`src/rtl/cdc_event_sender.sv`:
```
// cdc_event_sender: source-domain half of a four-phase req/ack crossing.
// Single-cycle events with a payload become a level request. The payload is
// held stable until the destination acknowledges. One event that arrives
// during a transfer waits in a one-entry buffer. Any further event is dropped
// and counted in a saturating counter.
module cdc_event_sender #(
  parameter int DW          = 8,
  parameter int SYNC_STAGES = 4
) (
  input  logic          clka,
  input  logic          rst,
  input  logic          event_in,
  input  logic [DW-1:0] event_data,
  input  logic          ack_in,
  input  logic          clr_drop,
  output logic          req_out,
  output logic [DW-1:0] data_out,
  output logic          busy,
  output logic          pending,
  output logic          done,
  output logic          overflow,
  output logic [7:0]    drop_cnt
);

  typedef enum logic [1:0] {
    IDLE    = 2'd0,
    REQ     = 2'd1,
    RELEASE = 2'd2
  } state_t;

  state_t               state, state_d;
  logic [SYNC_STAGES-1:0] ack_sync;
  logic                 ack_s;
  logic [DW-1:0]        buf_q, buf_d, data_d;
  logic                 req_d, pend_d, done_d, ovf_d;
  logic [7:0]           cnt_d;
  logic                 launch, drop;

  // Synchronize the asynchronous acknowledge; only the last stage is used.
  always_ff @(posedge clka or posedge rst) begin
    if (rst) ack_sync <= '0;
    else     ack_sync <= {ack_sync[SYNC_STAGES-2:0], ack_in};
  end

  assign ack_s = ack_sync[SYNC_STAGES-1];
  assign busy  = (state != IDLE);

  // Next-state, launch, event capture and drop accounting.
  always_comb begin
    // NOTE: every output of this block gets a default first, so no path can
    // leave a value unassigned and infer a latch.
    state_d = state;
    req_d   = req_out;
    data_d  = data_out;
    buf_d   = buf_q;
    pend_d  = pending;
    done_d  = 1'b0;
    ovf_d   = overflow;
    cnt_d   = drop_cnt;
    launch  = 1'b0;
    drop    = 1'b0;

    unique case (state)
      IDLE: begin
        // A stale acknowledge blocks the launch, so req never rises while ack_s=1.
        if (!ack_s && (pending || event_in)) begin
          launch  = 1'b1;
          state_d = REQ;
          req_d   = 1'b1;
          data_d  = pending ? buf_q : event_data;
        end
      end
      REQ: begin
        if (ack_s) begin
          req_d   = 1'b0;
          state_d = RELEASE;
        end
      end
      RELEASE: begin
        if (!ack_s) begin
          done_d  = 1'b1;
          state_d = IDLE;
        end
      end
      default: state_d = IDLE;
    endcase

    // A launch from the buffer frees the entry. A coincident event refills
    // the entry, so pending stays set. A launch straight from event_in
    // leaves the buffer alone.
    if (launch && pending) pend_d = event_in;
    if (event_in) begin
      if (launch) begin
        if (pending) buf_d = event_data;
      end else if (!pending) begin
        buf_d  = event_data;
        pend_d = 1'b1;
      end else begin
        drop = 1'b1;
      end
    end

    // clr_drop is applied first, so a drop in the same cycle still registers.
    if (clr_drop) begin
      cnt_d = 8'd0;
      ovf_d = 1'b0;
    end
    if (drop) begin
      ovf_d = 1'b1;
      if (cnt_d != 8'hFF) cnt_d = cnt_d + 8'd1;
    end
  end

  // State and registered outputs; reset aborts any transfer at once.
  always_ff @(posedge clka or posedge rst) begin
    if (rst) begin
      state    <= IDLE;
      req_out  <= 1'b0;
      data_out <= '0;
      // NOTE: the buffer is cleared on reset as well, so no stale payload
      // from before the reset can ever reach data_out.
      buf_q    <= '0;
      pending  <= 1'b0;
      done     <= 1'b0;
      overflow <= 1'b0;
      drop_cnt <= 8'd0;
    end else begin
      state    <= state_d;
      req_out  <= req_d;
      data_out <= data_d;
      buf_q    <= buf_d;
      pending  <= pend_d;
      done     <= done_d;
      overflow <= ovf_d;
      drop_cnt <= cnt_d;
    end
  end

endmodule

```
`config.mk`:
```
export PLATFORM = sky130hd
export DESIGN_NAME = cdc_event_sender
export DESIGN_NICKNAME = d
export VERILOG_FILES = /design/src/rtl/cdc_event_sender.sv
export SDC_FILE = /design/constraint.sdc
export NUM_CORES = 1
export LEC_CHECK = 0
export ABC_AREA = 0
export CAP_MARGIN = 5
export CORE_MARGIN = 5
export CORE_UTILIZATION = 25
export DETAILED_ROUTE_END_ITERATION = 8
export SLEW_MARGIN = 20
export SYNTH_ARGS = -nofsm -noshare
export SYNTH_HDL_FRONTEND = slang
export SYNTH_SLANG_ARGS = --single-unit
```
`constraint.sdc`:
```
create_clock -name clka -period 1.77 [get_ports clka]
set_input_delay 0.4425 -clock clka [delete_from_list [all_inputs] [get_ports clka]]
set_output_delay 0.4425 -clock clka [all_outputs]
set_load 0.02 [all_outputs]
```
==> results by group <==
Critical path
  • CP startpoint: clr_drop
  • Required time of the critical path: 1990 ps
  • Setup CP Type: in -> reg
  • Critical path arrival: 1930 ps
  • Critical R2R Launch: drop_cnt[1]
  • Reg2reg end: drop_cnt[1]
  • CP endpoint kind: flip-flop
  • Max incr delay on CP: between 200 and 300 ps
  • Worst Reg-to-Reg Cells: 5
  • Critical path cell sequence: dlygate4sd2_1 > and2b_1 > ha_2 > and4b_1 > buf_4 > nand3_1 > nor2_2 > mux2i_1
  • CP Max Fanout: 3
  • Startpoint Class: input port
  • Slowest CP cell: and4b_1
  • Worst R2R Setup Slack: 130 ps

Global route
  • Gr usage total: 8.90%
  • Number of global-route vias before repair: 1,070
  • First-pass GRT wire length: ~5100 microns
  • Antenna violations before repair: 0
  • Gr ovfl total: 0
  • Largest net degree at the start of global routing: 35

Clock tree
  • CTS Root Cell: clkbuf_8
  • CTS max path bufs: 2
  • CTS H-tree depth: 2
  • Clock tree sinks: 34
  • Worst skew pair latency: approximately 290 ps
  • Inserted Clock Buffers: 5
  • TritonCTS clock tree: built
  • Clock transition at path regs: roughly 70 ps

Synthesis
  • Flops & latches, synth: 34
  • Async S/R FF share, synth: 100%
  • Post-synthesis sequential area ratio: 56.6%
  • Post-synth design cell area: 1500 sq um
  • Syn avg cell area: about 12 sq um
  • Synth Instances: 123
  • Synth unique cells: 35
  • Yosys warns: 0
  • Post-synth top area cell: dfrtp_1
  • Top cells by area, synth: dfrtp_1 57%, mux2i_1 7.3%, mux2_2 6.7%
  • Area fraction of the dominant cell type after synthesis: 56.6%
  • Synth Flop Type: dfrtp_1
  • Post-Syn Nets: about 140
  • EDFF count, synth: 0

Detailed routing
  • Mean routed wirelength per cell: 12.2 microns
  • 1st-iter DRT viols: 11
  • Post-DRT Antenna Nets: 0
  • Via count: 1,089
  • Metal1 wirelength: between 1000 and 1500 microns
  • WL final: 3090 microns
  • Metal3 WL: approximately 260 microns
  • Number of vias per cell: 4.30
  • Top Metal Used: met4
  • # DRC: 0
  • Routed length on met2: 1330 microns
  • Router iterations before antenna repair: 4

Status
  • Status: finished clean

Min path
  • Hold Path End: ack_sync[3]
  • Hold WC Path Type: reg -> reg
  • Hold Crit Start: ack_sync[2]
  • Worst Hold Depth: 0

Floorplan
  • Area of the die: roughly 7700 sq um
  • Die width: 87.5 microns
  • Initial Utilization: around 26%
  • Chip height: 87.5 microns
  • Core footprint: 5890 sq um
  • Number of I/O pins: 34
  • Rows: 28

STA
  • Slew margin rel.: between 60 and 70%
  • Final worst-path cycle share: 96.7%
  • Worst clock skew: around 7 ps
  • F_max: 584 MHz
  • Final hold violations: 0
  • Final setup viols: 0
  • Worst-Margin Slew: ~570 ps
  • Minimum clock period: between 1500 and 2000 ps
  • TNS Setup: 0 ps
  • Slew Viols, Final: 0

Cells and area
  • Most frequent cells in the layout: 34 x dfrtp_1, 26 x clkdlybuf4s50_1, 18 x buf_4
  • Share of layout cells above drive strength 1: 24.7%
  • Util after Layout: around 37%
  • Layout area overhead: 45.7%
  • Antenna Cells: 0
  • Final instance area: 2190 sq um
  • Final nets: 192
  • Fill cells: 613
  • Commonest non-fill, non-tap cell in the layout: dfrtp_1

Placed design
  • DPL Wire Length: 2180 microns
  • RePlAce Congestion: 0.753
  • Port Buffers: 33
  • Placed cell areas: 2070 sq um

Power and ir drop
  • Leakage: 1.01 nW
  • Pwr dens: between 1000 and 1500 nW/um^2
  • Tot Pwr: 0.00322 W
  • Peak supply drop: 687 uV

Job
  • Max cap viols: 0
cell usage after synthesis (2+ instances only):
library cell,number
nand2b_1,5
mux2i_1,11
xnor2_1,2
inv_1,4
nor2_1,13
dfrtp_1,34
buf_2,3
a21oi_1,10
a31oi_1,2
nand4_1,2
and2b_1,2
mux2_2,9
nand2_1,3
xor2_1,2
cell families (layout without fill, tap and decap cells):
| logic type | after synthesis | after routing | share of synthesized area [%] |
|---|---|---|---|
| AOI/OAI and AO/OA | 19 | 19 | 8.66 |
| xor gates and xnor gates | 4 | 4 | 2.33 |
| adders and majority gates | 2 | 2 | 1.50 |
| buffers and inverters | 8 | 63 | 2.50 |
| DFF | 34 | 34 | 56.6 |
| muxes | 20 | 20 | 14.1 |
| and+or+nand+nor | 36 | 36 | 14.3 |
layer usage:
metal  track usage, %  up-vias
met5                0        -
met4             2.51        0
met3             4.61        6
met2             13.4       30
met1             11.2      521
li1                 -      532
through the flow:
step,setup WS (ps),hold slack [ps],instances
after floorplan,-103,331,123
after global placement,-526,334,246
after detailed placement,-560,337,246
after CTS,16.8,353,253
after global routing,-18.7,368,253
final,58.2,350,253
flip-flops by register name (all words and copies together), names as in the netlist:
name	flops
data_out	8
buf_q	8
drop_cnt	8
ack_sync	4
pending	1
state	2
overflow	1
req_out	1
done	1
area by class of cell:
class | count | area (sq um) | share of cell area (%)
clock inverter | 1 | 30.0 | 1.37
inverter | 4 | 15.0 | 0.686
sequential | 34 | 851 | 38.9
timing repair buffer | 52 | 480 | 21.9
clock buffer | 6 | 82.6 | 3.77
multi-input combinational | 81 | 637 | 29.1
tap | 75 | 93.8 | 4.29
worst max-delay path by stage:
stage                   to  depth (start not counted)
2_1_floorplan  drop_cnt[1]                          6
3_3_place_gp   drop_cnt[1]                          6
3_5_place_dp   drop_cnt[1]                          6
4_1_cts        drop_cnt[7]                          1
5_1_grt        drop_cnt[6]                          8
6_report       drop_cnt[6]                          8
critical path, delay by kind of cell:
family / cells / cell delay [ps]
buf+inv: 2 / 400
mux: 1 / 180
simple gates: 4 / 710
fa+ha+maj: 1 / 190
power breakdown:
| group | leakage [nW] | total (W) | switching, W | internal, W |
|---|---|---|---|---|
| registers | 0.411 | 0.00117 | 0.000128 | 0.00104 |
| clock network | 0.0573 | 0.000734 | 0.000284 | 0.000450 |
| logic | 0.537 | 0.00132 | 0.000639 | 0.000679 |
what timing repair did:
action,in CTS,in global routing
buffers inserted,0,0
pin swaps,1,0
hold buffers,0,0
gates resized for setup,6,4
setup endpoints to repair,12,6
No activity file was read; power rests on OpenSTA's default activity.
